<file path="src/rtl/pipeline_ctrl.sv">
// Stall/flush/redirect controller for the 5-stage pipeline.
// Parks a redirect while a fetch is in flight and counts lost cycles.
module pipeline_ctrl #(
    parameter int ADDR_WIDTH = 32,
    parameter int CNT_WIDTH  = 32
) (
    input  logic                  clk,
    input  logic                  rst_n,
    input  logic                  DecodeHazard_StallReq,
    input  logic                  Icache_Busy,
    input  logic                  Dcache_Busy,
    input  logic                  MulDiv_Busy,
    input  logic                  EX_BranchTaken,
    input  logic [ADDR_WIDTH-1:0] EX_BranchTarget,
    input  logic                  Trap_Req,
    input  logic [ADDR_WIDTH-1:0] Trap_Vector,
    input  logic                  Perf_Clr,
    output logic                  PC_Stall,
    output logic                  IFID_Stall,
    output logic                  IDEX_Stall,
    output logic                  EXMem_Stall,
    output logic                  IFID_Flush,
    output logic                  IDEX_Flush,
    output logic                  EXMem_Flush,
    output logic                  MemWb_Flush,
    output logic                  PC_RedirectEn,
    output logic [ADDR_WIDTH-1:0] PC_RedirectAddr,
    output logic [CNT_WIDTH-1:0]  Perf_StallCnt,
    output logic [CNT_WIDTH-1:0]  Perf_LdUseCnt,
    output logic [CNT_WIDTH-1:0]  Perf_RedirCnt
);

    typedef enum logic {
        RUN  = 1'b0,
        PEND = 1'b1
    } stateT;

    stateT                 stateReg, stateNext;
    logic [ADDR_WIDTH-1:0] pendAddrReg, pendAddrNext;

    logic holdMem, holdEx, holdId, holdIf;
    logic inRun, br;
    logic [2:0] cntInc;

    // Each stage holds whenever anything downstream of it holds.
    assign holdMem = Dcache_Busy;
    assign holdEx  = holdMem | MulDiv_Busy;
    assign holdId  = holdEx | DecodeHazard_StallReq;
    assign holdIf  = holdId | Icache_Busy;

    assign inRun = (stateReg == RUN);
    // A held branch is not lost: EX keeps presenting it until released.
    assign br    = EX_BranchTaken & ~holdEx & inRun & ~Trap_Req;

    always_ff @(posedge clk) begin
        if (!rst_n) begin
            stateReg    <= RUN;
            pendAddrReg <= '0;
        end else begin
            stateReg    <= stateNext;
            pendAddrReg <= pendAddrNext;
        end
    end

    always_comb begin
        PC_Stall        = 1'b0;
        IFID_Stall      = 1'b0;
        IDEX_Stall      = 1'b0;
        EXMem_Stall     = 1'b0;
        IFID_Flush      = 1'b0;
        IDEX_Flush      = 1'b0;
        EXMem_Flush     = 1'b0;
        MemWb_Flush     = 1'b0;
        PC_RedirectEn   = 1'b0;
        PC_RedirectAddr = '0;
        stateNext       = stateReg;
        pendAddrNext    = pendAddrReg;

        if (!rst_n) begin
            IFID_Flush  = 1'b1;
            IDEX_Flush  = 1'b1;
            EXMem_Flush = 1'b1;
            MemWb_Flush = 1'b1;
        end else if (Trap_Req) begin
            // Trap squashes everything, including the trapping instruction.
            IFID_Flush  = 1'b1;
            IDEX_Flush  = 1'b1;
            EXMem_Flush = 1'b1;
            MemWb_Flush = 1'b1;
            if (Icache_Busy) begin
                pendAddrNext = Trap_Vector;
                stateNext    = PEND;
            end else begin
                PC_RedirectEn   = 1'b1;
                PC_RedirectAddr = Trap_Vector;
                stateNext       = RUN;
            end
        end else begin
            EXMem_Stall = holdMem;
            IDEX_Stall  = holdEx;
            MemWb_Flush = Dcache_Busy;
            EXMem_Flush = MulDiv_Busy & ~holdMem;
            if (inRun) begin
                IFID_Stall = holdId & ~br;
                IDEX_Flush = br | (DecodeHazard_StallReq & ~holdEx);
                IFID_Flush = br | (Icache_Busy & ~holdId);
                if (br && !Icache_Busy) begin
                    PC_RedirectEn   = 1'b1;
                    PC_RedirectAddr = EX_BranchTarget;
                end else if (br) begin
                    pendAddrNext = EX_BranchTarget;
                    stateNext    = PEND;
                end
                PC_Stall = holdIf & ~PC_RedirectEn;
            end else begin
                // Wrong-path fetches are discarded until the parked target issues.
                IDEX_Flush = DecodeHazard_StallReq & ~holdEx;
                IFID_Flush = 1'b1;
                if (Icache_Busy) begin
                    PC_Stall = 1'b1;
                end else begin
                    PC_RedirectEn   = 1'b1;
                    PC_RedirectAddr = pendAddrReg;
                    stateNext       = RUN;
                end
            end
        end
    end

    // Redirects count on capture only, never at release from PEND.
    assign cntInc[0] = PC_Stall;
    assign cntInc[1] = DecodeHazard_StallReq & ~holdEx & ~br & ~Trap_Req;
    assign cntInc[2] = br | Trap_Req;

    genvar gi;
    generate
        for (gi = 0; gi < 3; gi++) begin : gCnt
            logic [CNT_WIDTH-1:0] cntReg;
            always_ff @(posedge clk) begin
                if (!rst_n || Perf_Clr) begin
                    cntReg <= '0;
                end else if (cntInc[gi]) begin
                    cntReg <= cntReg + CNT_WIDTH'(1);
                end
            end
        end
    endgenerate

    assign Perf_StallCnt = gCnt[0].cntReg;
    assign Perf_LdUseCnt = gCnt[1].cntReg;
    assign Perf_RedirCnt = gCnt[2].cntReg;

endmodule
</file>
<file path="config.mk">
export PLATFORM = sky130hd
export DESIGN_NAME = pipeline_ctrl
export DESIGN_NICKNAME = d
export VERILOG_FILES = /design/src/rtl/pipeline_ctrl.sv
export SDC_FILE = /design/constraint.sdc
export NUM_CORES = 1
export LEC_CHECK = 0
export CORE_MARGIN = 10
export CORE_UTILIZATION = 43
export DETAILED_ROUTE_END_ITERATION = 6
export HOLD_SLACK_MARGIN = 0.05
export PLACE_DENSITY = 0.78
export SETUP_SLACK_MARGIN = 0.3
export SYNTH_ARGS = -nofsm -noshare
export SYNTH_HDL_FRONTEND = slang
export SYNTH_SLANG_ARGS = --single-unit
export TNS_END_PERCENT = 30
</file>
<file path="constraint.sdc">
create_clock -name clk -period 2.4 [get_ports clk]
set_input_delay 0.48 -clock clk [delete_from_list [all_inputs] [get_ports clk]]
set_output_delay 0.48 -clock clk [all_outputs]
set_load 0.1 [all_outputs]
</file>
After elaboration in Yosys (flattened, before gate mapping). Index checks and enable logic that the tools add are counted.

Add/subtract/negate cells: 3. Eq/ne operators: 3. Mux-type cells: 44. Bitwise gates (word level): 23. Reduce and logical (&&, ||, !) cells: 6.

Operators by type and width (number): two-way mux 32 bit (11); adder 32 x 1 -> 32 bit (second input constant) (3); two-way mux 1 bit (33); bitwise AND 1 bit (10); inverter 1 bit (7); != test 2 bit (second input constant) (3); OR 1 bit (6); AND reduction 4 bit (1); zero test 1 bit (2); nonzero test 2 bit (1); logical AND 1 bit (1); logical OR 1 bit (1).

Flip-flop bits (word level): 129. Output and inout port bits: 137. Word-level logic and storage cells: 84.

Longest topological paths before layout.
Word-level depth: 15. Gate-level depth with buffers: 8. Mapped depth without buffers: 6.

Least setup slack after synthesis. OpenSTA, ideal clock, no wires.

Kind: input to output. Start: input Dcache_Busy. End: output PC_RedirectAddr[30]. Arrival: 3660 ps. Setup slack: -1740 ps. Stages on the path: 3. Buffers on the path: 0. Cell sequence: nor4b_2 > nand3_1 > a311oi_1.

Word-level cells in the longest chain between the ends: 10.

RTL lines: from (decl) (line 11) `input logic Dcache_Busy,`; OR 1 bit (line 47) `assign holdEx = holdMem | MulDiv_Busy;`; inverter 1 bit (line 53) `assign br = EX_BranchTaken & ~holdEx & inRun & ~Trap_Req;`; bitwise AND 1 bit (3 in series) (line 53); logical AND 1 bit (line 107) `if (br && !Icache_Busy) begin`; two-way mux 32 bit (line 107); two-way mux 32 bit (line 103) `if (inRun) begin`; two-way mux 32 bit (line 84) `end else if (Trap_Req) begin`; two-way mux 32 bit (line 79) `if (!rst_n) begin`; to (decl) (line 27) `output logic [ADDR_WIDTH-1:0] PC_RedirectAddr,`.

Every way passes these cells.

Final worst setup path.
Start: register stateReg. End: output PC_RedirectAddr[14].

Word-level cells in the longest chain between the ends: 8.

RTL lines: from (decl) (line 38) `stateT stateReg, stateNext;`; from (signal assigned) (line 60) `stateReg <= stateNext;`; inverter 1 bit (line 51) `assign inRun = (stateReg == RUN);`; bitwise AND 1 bit (2 in series) (line 53); logical AND 1 bit (line 107); two-way mux 32 bit (line 107); two-way mux 32 bit (*) (line 103); two-way mux 32 bit (*) (line 84); two-way mux 32 bit (*) (line 79).

Every way passes the cells marked *; elsewhere a longest branch is shown, timed or not.

==> run summary <==
The share of synthesized cell area in and, or, nand and nor gates came out at between 20% and 30%. The H-tree depth reported by CTS came out at 4. The final max-slew violation count came out at 0. After filler insertion, the fill cell instance count of the layout stands at 1170. The proportion of synthesized area in mux cells is between 5 and 6%. The final clock skew came out at approximately 0.0074 ns. At the pin with the least slew margin, the transition time is about 0.48 ns. For this block, the initial DRC count from the detailed router was between 400 and 500.

Across all register-to-register paths, the minimum setup slack is 0.23 ns. The main flop type after synthesis is sky130_fd_sc_hd__dfxtp_1. Counting flops with a built-in enable in the synthesized netlist gives 0. The final reports fail on setup timing.

The shortest clock period the worst path allows after layout came out at about 2.4 ns. The floorplan die area came out at between 0.02 and 0.025 sq mm. The final hold violation count came to 0.

The share of the synthesized area in the top cell type is 38.05%. The post-detailed-route count of antenna-violating nets came out at 0. Yosys attributes the largest share of cell area to sky130_fd_sc_hd__dfxtp_1 (38%), sky130_fd_sc_hd__nor2_1 (5.8%), sky130_fd_sc_hd__mux2i_1 (5.5%), sky130_fd_sc_hd__o211a_1 (4.9%), sky130_fd_sc_hd__nand2_1 (4.7%).

The site row count came out at 45. The leftover overflow at the end of global routing is 0. The number of global-route vias before repair came out at between 6000 and 7000. The number of buffers on the longest clock path is 2. The clock sink count is 129. The count of unresolved DRC violations after routing is 0. The initial antenna violation count came out at 0. The critical path starts at stateReg. After detailed placement, the design holds a cell count of between 1000 and 1500. The detailed-route via count is slightly above 7000. The number of warning messages in the yosys log came out at 0.

The detailed-route vias per instance is about 5.6. The adder-cell share of the synthesized area is 0.5530%. Routability-driven placement finished with a final weighted congestion of around 0.87. Setup repair after global routing could not meet its margin everywhere.

The total power divided by cell area came out at around 520 mW/mm^2. The tool flagged a number of max-cap violations equal to 0. The largest net degree at the start of global routing came out at 43. After floorplanning, the core was sized to cover approximately 0.015 sq mm.

By startpoint and endpoint, the worst setup path is classified as reg -> out. The post-synthesis average cell area came out at 8.258 sq um. The maximum frequency from static timing analysis is around 410 MHz.

The combined area of all synthesized cells is roughly 0.0068 sq mm. Synthesis handed over a netlist of 822 instances. The overall track demand over capacity in global routing is between 20% and 30%. The post-route non-filler standard cell count is 1284. TritonCTS built the clock tree. Following the worst setup path forward leads to its endpoint at PC_RedirectAddr[14].

The net count after synthesis came out at 898. The worst setup path is captured at an output pin. The signed area change from the synthesized netlist to the final layout came out at 65.22%.

The worst reg2reg path depth is 5. The synthesized netlist devotes approximately 16% of its cell area to compound gates. The static leakage is approximately 4.5 nW.

The number of buffers created by CTS came out at 17. The share of the clock period used by the worst path after layout came out at 101.6%. The worst hold path belongs to the class reg -> reg. The total detailed-routing wirelength is 23550 um. The clock latency at the later pin of the worst-skew pair is around 0.41 ns. The worst relative slew slack came out at between 60% and 70%. The clock-pin slew of the registers on the worst-case setup and hold paths is ~0.060 ns.

After synthesis, the largest family of logic cells by area is simple AND/OR/NAND/NOR gates. The number of hold buffers added after cts came out at 0. The ratio of cells with drive above 1 in the final layout came out at approximately a third. Of all nets on the critical path, the largest fanout is 7. The count of unique library cells instantiated by Yosys is 42.

The number of top-level pins is 210. The final number of setup-violating endpoints is 2. After Yosys synthesis, XOR and XNOR cells account for approximately 7.4% of the synthesized area. The most frequent cell after synthesis is sky130_fd_sc_hd__dfxtp_1.

Port buffering added roughly 210 buffers. The routed length per instance is approximately 18 um. Measured along the x axis, the die boundary spans about 150 um. The die outline height came out at ~150 um.

Once the floorplan was initialized, standard cells occupied between 40 and 50% of the core. The biggest area consumer among synthesized cells is sky130_fd_sc_hd__dfxtp_1. The first-pass GRT wire length came out at approximately 37000 um. The worst setup path is launched from a register. The sequential fraction of the synthesis area is a little under two fifths. The number of detailed-route iterations in the first pass is 5.

Sorting the synthesized cells by how often they occur yields sky130_fd_sc_hd__dfxtp_1 (129), sky130_fd_sc_hd__nor2_1 (104), sky130_fd_sc_hd__nand2_1 (85), sky130_fd_sc_hd__clkbuf_1 (49), sky130_fd_sc_hd__nor3_1 (44). The smallest setup slack after layout is -0.03754 ns. The share of synthesized registers carrying an async set or reset came out at 0%. The antenna diode instance count is 0. The flow ran to the end, but the final reports show violations. The hold path startpoint is Perf_StallCnt[24].

The tree is rooted in a sky130_fd_sc_hd__clkbuf_16. Synthesis inferred approximately 130 register bits. The worst register-to-register path ends at Perf_StallCnt[31]. The largest voltage drop on the vdd net came out at roughly 0.51 mV.

In this run the critical register-to-register path is launched from Perf_StallCnt[12]. The total number of nets in the final design came out at 1137. The HPWL after detailed placement is between 15000 and 20000 um. The required time of the worst setup path came out at 1.92 ns.

Data arrives at the worst endpoint at 1.96 ns. The post-route total power is around 5.8 mW.
## critical path, cell delays in order (launching register included)
cell and delay (ns):
sky130_fd_sc_hd__dfxtp_4 0.37, sky130_fd_sc_hd__nor4b_4 0.29, sky130_fd_sc_hd__buf_4 0.18, sky130_fd_sc_hd__clkbuf_16 0.13, sky130_fd_sc_hd__buf_6 0.10, sky130_fd_sc_hd__a221oi_4 0.06, sky130_fd_sc_hd__nor3_4 0.21, sky130_fd_sc_hd__buf_12 0.20
## worst min path at each step
stage / cells after the start / endpoint / slack [ns]
floorplan: 1 / pendAddrReg[30] / 0.47
global placement: 2 / Perf_StallCnt[24] / 0.46
detailed placement: 2 / Perf_StallCnt[27] / 0.48
CTS: 2 / Perf_StallCnt[24] / 0.49
global route: 2 / Perf_StallCnt[27] / 0.50
finish: 2 / Perf_StallCnt[24] / 0.49
## what timing repair did
action / 4_1_cts / 5_1_grt
pin swaps: 5 / 16
setup endpoints to repair: 100 / 46
buffers inserted: 0 / 3
gates resized for setup: 24 / 42
cloned: 0 / 4
## metal layers
layer / global-route usage [%] / vias to the layer above / share of wire [%]
met5: 0 / - / 0
met4: 5.763 / 0 / 1.6
li1: - / 3493 / -
met2: 35.37 / 234 / 50
met1: 24.56 / 3467 / 41
met3: 6.085 / 25 / 6.6
## power by group
group          switching [mW]  total [mW]  internal (mW)
Sequential             0.0363        2.21           2.17
Combinational           0.618        1.07          0.448
Clock                   0.996        2.52           1.52
## cell families (layout without fill, tap and decap cells)
logic type,count (synthesis),count (layout)
muxes,37,37
adders and majority gates,3,3
xor gates and xnor gates,57,57
AOI/OAI and AO/OA,144,144
DFF,129,129
buffers and inverters,76,327
and+or+nand+nor,376,376
## through the flow
stage	instance area (sq um)	setup TNS (ns)	utilization, %	hold WS (ns)	worst slack, ns
finish	11210	-0.03926	73.23	0.4874	-0.03754
CTS	10940	-0.5662	71.42	0.4889	-0.05244
floorplan	7421	-4.449	-	0.4720	-0.1527
global route	11210	-0.7616	73.23	0.5036	-0.1022
global placement	10270	-21.68	67.04	0.4628	-0.3322
detailed placement	10270	-25.08	67.04	0.4792	-0.3862
## layout by cell type, fill, tap and decap left out, types with 8 or more instances in the layout
cell type / count
sky130_fd_sc_hd__a21oi_1: 28
sky130_fd_sc_hd__a221oi_2: 22
sky130_fd_sc_hd__and3_1: 11
sky130_fd_sc_hd__and4_1: 10
sky130_fd_sc_hd__buf_12: 51
sky130_fd_sc_hd__buf_4: 147
sky130_fd_sc_hd__clkbuf_16: 21
sky130_fd_sc_hd__clkdlybuf4s50_1: 65
sky130_fd_sc_hd__dfxtp_1: 100
sky130_fd_sc_hd__dfxtp_2: 14
sky130_fd_sc_hd__dfxtp_4: 15
sky130_fd_sc_hd__inv_1: 15
sky130_fd_sc_hd__mux2i_1: 37
sky130_fd_sc_hd__nand2_1: 83
sky130_fd_sc_hd__nand2b_1: 8
sky130_fd_sc_hd__nand3_1: 28
sky130_fd_sc_hd__nand4_1: 27
sky130_fd_sc_hd__nor2_1: 100
sky130_fd_sc_hd__nor3_1: 8
sky130_fd_sc_hd__nor3_4: 31
sky130_fd_sc_hd__o211a_1: 33
sky130_fd_sc_hd__o211ai_1: 8
sky130_fd_sc_hd__o21ai_0: 14
sky130_fd_sc_hd__o31ai_1: 11
sky130_fd_sc_hd__or3_1: 11
sky130_fd_sc_hd__or4_1: 20
sky130_fd_sc_hd__xnor2_1: 32
sky130_fd_sc_hd__xor2_1: 25
## state kept, by name, indices dropped and copies added, names as in the netlist
signal and count:
Perf_StallCnt 32, pendAddrReg 32, stateReg 1, Perf_LdUseCnt 32, Perf_RedirCnt 32
## layout make-up
cell class	instances	area (sq um)	area share, %
inverter	16	60.06	0.5355
timing repair buffer	280	3013	26.87
clock inverter	13	138.9	1.238
multi-input combinational	617	4653	41.49
tap	211	264.0	2.354
sequential	129	2656	23.69
clock buffer	18	429.2	3.827
(Power assumes the default switching activity.)
==> variant 1: new RTL, config.mk and constraints unchanged <==
Change the parameter `ADDR_WIDTH` from 32 to 64.
--- a/src/rtl/pipeline_ctrl.sv
+++ b/src/rtl/pipeline_ctrl.sv
@@ -2,5 +2,5 @@
 // Parks a redirect while a fetch is in flight and counts lost cycles.
 module pipeline_ctrl #(
-    parameter int ADDR_WIDTH = 32,
+    parameter int ADDR_WIDTH = 64,
     parameter int CNT_WIDTH  = 32
 ) (
Ports: changed (resized EX_BranchTarget, PC_RedirectAddr and Trap_Vector); port bits go from 210 to 306. No check against the original RTL was run, so the function may have changed too.
==> variant 1 against the original RTL <==
Highest routed layer unchanged. Synthesized cell count rose by 32%. Non-clock buffer count rose by 108. Via count rose by 37%. Worst hold slack improved by 0.0066 ns. The flow still finishes with violations (setup timing). Worst setup slack got worse by 0.15 ns. Routed wire length rose by 46%. Utilization rose by 2.5 points. Synthesized area rose by 29%. Final area rose by 36%. Power rose by 28%. Sequential cell count rose by 32.
==> variant 1: results (changes against the original RTL) <==
stage,metric,value,unit,change
status,outcome,finished with violations,,
status,violations,setup timing,,
timing,whs,0.494,ns,+0.00658 ns
timing,worst_slew_pin_slew,0.774,ns,+0.297 ns
worst_hold_path,hold_end,Perf_LdUseCnt[31],,
clock_network,post-cts-setup-buffer-count,9,,+9
critical_path,timing.rr.end,Perf_RedirCnt[31],,
synth,synth_nets,1226,,+37%
route,wire_per_inst,20.3,microns,+11%
critical_path,reg2reg_depth,9,,+4
power_and_ir_drop,power_density,487,nW/um^2,-5.7%
power_and_ir_drop,vdd_drop_max,0.000428,V,-16%
route,routed_wl,34300,microns,+46%
final_layout,layout-drive-gt1-share,31.3,%,-2.9 points
power_and_ir_drop,p_leak,6.36,nW,+40%
critical_path,slowest_stage,a311oi_4,,
synth,seq_area_frac_synth,36.7,%,-1.3 points
power_and_ir_drop,seq_power_share,37.9,%,-0.2 points
timing,setup_viol_count_final,64,,+62
final_layout,fin_nets,1546,,+36%
synth,synthTopCellsByArea,"dfxtp_1 (37%), mux2i_1 (7.6%), o211a_1 (7.4%)",,
synth,syn_avg_cell_area,8.08,sq um,-2.2%
placed_design,portBuffers,305,,+46%
synth,async_flop_share,0,%,unchanged
clock_network,clk_latency,0.43,ns,+0.02 ns
power_and_ir_drop,pwr-share-clk,37.2,%,-6.3 points
synth,yosys.cell_types.count,43,,+2.4%
timing,skew,0.0126,ns,+0.00514 ns
global_route,antenna_found_initial,3,,+3
worst_hold_path,worstHoldStart,Perf_LdUseCnt[31],,
global_route,grt_pass1_wl,52200,microns,+41%
critical_path,worst-r2r-setup-slack,0.20,ns,-0.03 ns
clock_network,cts.repair.resized,79,,+230%
critical_path,reg2reg_from,stateReg,,
critical_path,cp.arrival,2.10,ns,+0.14 ns
power_and_ir_drop,swShare,32.4,%,+3.9 points
placed_design,dp_hpwl,24300,microns,+43%
placed_design,dp_slack,-0.357,ns,+0.0292 ns
timing,tns,-7.22,ns,-7.18 ns
route,drt-initial-drc-count,606,,+37%
global_route,grt_max_degree,70,,+63%
global_route,grt_pass1_vias,9597,,+38%
final_layout,top_register,pendAddrReg,,
placed_design,dp_cells,1638,,+31%
placed_design,place_congestion,0.861,,-0.67%
route,viasPerCell,5.83,,+3.6%
synth,synthTopCellsByCount,"dfxtp_1 (161), nor2_1 (123), nand2_1 (116), nor3_1 (78), clkbuf_1 (75)",,
global_route,grt_usage,24.2,%,+3.5 points
timing,finalWorstSetupSlack,-0.184,ns,-0.146 ns
final_layout,regArea,3240,sq um,+22%
final_layout,fill_cells,1379,,+18%
placed_design,place_area,13800,sq um,+35%
critical_path,cp_slowest_stage_delay,0.30,ns,-0.07 ns
variant 1: per-layer routing:
layer / track usage (%) / vias up / wire length [microns] / share of wire (%)
met2: 40.5 / 352 / 17200 / 50
met1: 28.3 / 4765 / 13300 / 39
met5: 0 / - / 0 / 0
li1: - / 4687 / - / -
met4: 8.32 / 0 / 911 / 2.7
met3: 8.11 / 53 / 2850 / 8.3
variant 1: area by class of cell:
class                           instances  area share (%)
Antenna cell                            3          0.0492
Clock buffer                           17            2.79
Clock inverter                         15            1.08
Inverter                               15           0.385
Multi-Input combinational cell        823            42.3
Sequential cell                       161            21.2
Tap cell                              270            2.21
Timing Repair Buffer                  388            30.0
variant 1: cell families (layout without fill, tap and decap cells):
logic type | Yosys count | after routing | share of synthesized area [%]
AO/OA/AOI/OAI | 242 | 242 | 20.8
XOR/XNOR | 44 | 44 | 4.39
adder cells (fa/ha/maj) | 3 | 3 | 0.428
buffers and inverters | 102 | 435 | 4.38
flip-flops | 161 | 161 | 36.7
multiplexers | 67 | 67 | 7.65
other | 0 | 3 | 0
AND/OR/NAND/NOR | 467 | 467 | 25.6
variant 1: worst max-delay path by stage:
stage / end / startpoint / depth (start not counted)
2_1_floorplan: Perf_RedirCnt[31] / Perf_RedirCnt[5] / 6
4_1_cts: PC_RedirectAddr[12] / stateReg / 8
6_report: PC_RedirectAddr[62] / Dcache_Busy / 8
3_5_place_dp: PC_RedirectAddr[37] / MulDiv_Busy / 7
5_1_grt: PC_RedirectAddr[4] / stateReg / 8
3_3_place_gp: PC_RedirectAddr[0] / MulDiv_Busy / 7
variant 1: worst reg2reg max path: stages (launching register included):
cell	delay (ns)
dfxtp_4	0.36
nor4b_4	0.24
buf_4	0.16
buf_6	0.12
buf_16	0.11
buf_4	0.11
o21ai_2	0.06
or4_4	0.47
or3_4	0.39
a21oi_2	0.13
==> variant 2: new RTL, same settings <==
Made on the original files. Take the reset off `pendAddrReg` and load it in a clocked block of its own.
--- a/src/rtl/pipeline_ctrl.sv
+++ b/src/rtl/pipeline_ctrl.sv
@@ -56,9 +56,11 @@
         if (!rst_n) begin
             stateReg    <= RUN;
-            pendAddrReg <= '0;
         end else begin
             stateReg    <= stateNext;
-            pendAddrReg <= pendAddrNext;
         end
+    end
+
+    always_ff @(posedge clk) begin
+        pendAddrReg <= pendAddrNext;
     end
 
Check against the original RTL: same outputs for any inputs over 4 cycles, from zero or initial values and one cycle with rst_n low; that may be too few to reach the edited logic, so the function may still have changed.
==> variant 2 against the original RTL <==
Register-to-register slack got worse by 0.02 ns. Routed wire length fell by 5.3%. Critical endpoint is now PC_RedirectAddr[15]. Die area fell by 2.2%. Sequential share of layout area grew 3.8 points. Synthesized area is 2.6% lower. Global-route usage is 0.35 points higher. Worst setup slack lost 0.32 ns. Final area fell by 2.9%. Power down 1.2%. The run still ends with setup timing left. Sequential cell count unchanged. Clock power is essentially flat.
==> variant 2: results (changes against the original RTL) <==
stage,metric,value,unit,change
timing,setup_viol_count_final,33,,+31
critical_path,cp_slowest_stage_delay,0.57,ns,+0.20 ns
placed_design,dp_cells,1147,,-7.9%
critical_path,reg2reg_depth,6,,+1
critical_path,cp-endpoint,PC_RedirectAddr[15],,
synth,seq_area_frac_synth,43.9,%,+5.9 points
global_route,grt_usage,21.0,%,+0.35 points
timing,finalWorstSetupSlack,-0.359,ns,-0.322 ns
synth,synthTopCellsByCount,"nor2_1 (123), dfxtp_1 (97), nor3_1 (46), xnor2_1 (46), nand2_1 (43)",,
power_and_ir_drop,vdd_drop_max,0.000436,V,-14%
placed_design,dp_hpwl,16500,microns,-2.4%
critical_path,critPathTopFamily,simple AND/OR/NAND/NOR gates,,
placed_design,place_congestion,0.813,,-6.1%
power_and_ir_drop,intPower,4.16,mW,+0.53%
critical_path,reg2reg_from,Perf_LdUseCnt[0],,
global_route,grt_pass1_wl,34700,microns,-6.1%
final_layout,layout-drive-gt1-share,39.0,%,+4.8 points
route,wire_per_inst,18.8,microns,+2.5%
critical_path,slowest_stage,or4b_4,,
route,vias,6618,,-8.3%
critical_path,worst-r2r-setup-slack,0.21,ns,-0.02 ns
synth,synthTopCellsByArea,"dfxtp_1 (29%), edfxtp_1 (15%), nor2_1 (7.0%)",,
route,drt-initial-drc-count,479,,+8.4%
synth,synth.most_common_cell,nor2_1,,
power_and_ir_drop,p_leak,3.92,nW,-14%
timing,worst_slew_pin_slew,0.644,ns,+0.168 ns
status,outcome,finished with violations,,
placed_design,place_area,10100,sq um,-1.8%
critical_path,cp_max_fo,10,,+3
global_route,grt_pass1_vias,6327,,-9.1%
synth,synth_edf_count,32,,+32
timing,skew,0.00816,ns,+0.000717 ns
status,violations,setup timing,,
final_layout,fill_cells,1124,,-3.9%
route,routed_wl,22300,microns,-5.3%
synth,synth_nets,811,,-9.7%
critical_path,cp.arrival,2.28,ns,+0.32 ns
## variant 2: cell types whose count changed after synthesis, moves of 8 or more
| cell | unedited run | this run |
|---|---|---|
| nand2_1 | 85 | 43 |
| mux2i_1 | 37 | 0 |
| o211a_1 | 33 | 0 |
| dfxtp_1 | 129 | 97 |
| edfxtp_1 | 0 | 32 |
| mux2_2 | 0 | 32 |
| nor2_1 | 104 | 123 |
| or4_1 | 21 | 3 |
| xnor2_1 | 32 | 46 |
| a21oi_1 | 29 | 19 |
| o31ai_1 | 11 | 2 |
| clkbuf_1 | 49 | 41 |
| xor2_1 | 25 | 33 |
## variant 2: worst min-delay path by stage
stage	slack, ns	endpoint	start	depth (start not counted)
floorplan	0.65	stateReg	Icache_Busy	2
global placement	0.47	Perf_StallCnt[31]	Perf_StallCnt[31]	2
detailed placement	0.48	Perf_LdUseCnt[31]	Perf_LdUseCnt[31]	2
CTS	0.49	Perf_LdUseCnt[31]	Perf_LdUseCnt[31]	2
global route	0.52	Perf_StallCnt[31]	Perf_StallCnt[31]	2
finish	0.49	Perf_StallCnt[31]	Perf_StallCnt[31]	2
## variant 2: per-stage QoR
stage / total power [mW] / worst slack [ns] / TNS (ns)
after floorplan: 2.83 / -0.452 / -26.27
after detailed placement: 3.24 / -0.621 / -36.63
after global placement: 3.23 / -0.599 / -33.88
after CTS: 5.75 / -0.338 / -9.15
after global routing: 5.91 / -0.452 / -12.23
final: 5.72 / -0.359 / -9.05
## variant 2: final cells by class
type / instances / area (sq um) / share of cell area (%)
clock inverters: 14 / 140 / 1.29
flip-flops and latches: 129 / 2990 / 27.4
diodes: 2 / 5.00 / 0.0459
clock buffers: 18 / 429 / 3.94
repair buffers: 274 / 2900 / 26.7
inverters: 13 / 48.8 / 0.448
multi-input cells: 548 / 4140 / 38.0
well taps: 188 / 235 / 2.16
## variant 2: power by group through the flow
stage | clock (mW) | combinational [mW] | sequential, mW
3_5_place_dp | 0 | 0.947 | 2.30
2_1_floorplan | 0 | 0.518 | 2.31
5_1_grt | 2.65 | 1.01 | 2.25
6_report | 2.51 | 0.961 | 2.25
4_1_cts | 2.54 | 0.959 | 2.25
3_3_place_gp | 0 | 0.937 | 2.30
## variant 2: logic make-up after synthesis
group	Yosys count	share of synthesized area, %
xor gates and xnor gates	79	10.5
buffers and inverters	58	3.43
muxes	32	5.45
DFF	129	43.9
and+or+nand+nor	335	24.9
adders and majority gates	3	0.568
AOI/OAI and AO/OA	99	11.3
## variant 2: what timing repair did
item	in CTS	in global routing
buffers inserted	2	2
pin swaps	8	11
endpoints found under the setup margin	86	93
cloned	1	0
gates resized for setup	26	23
## variant 2: metal layers
metal,up-vias,part of all wire [%],global-route usage [%]
met4,0,1.7,6.29
met5,-,0,0
li1,3195,-,-
met1,3175,39,25.6
met2,218,48,33.7
met3,30,11,8.00
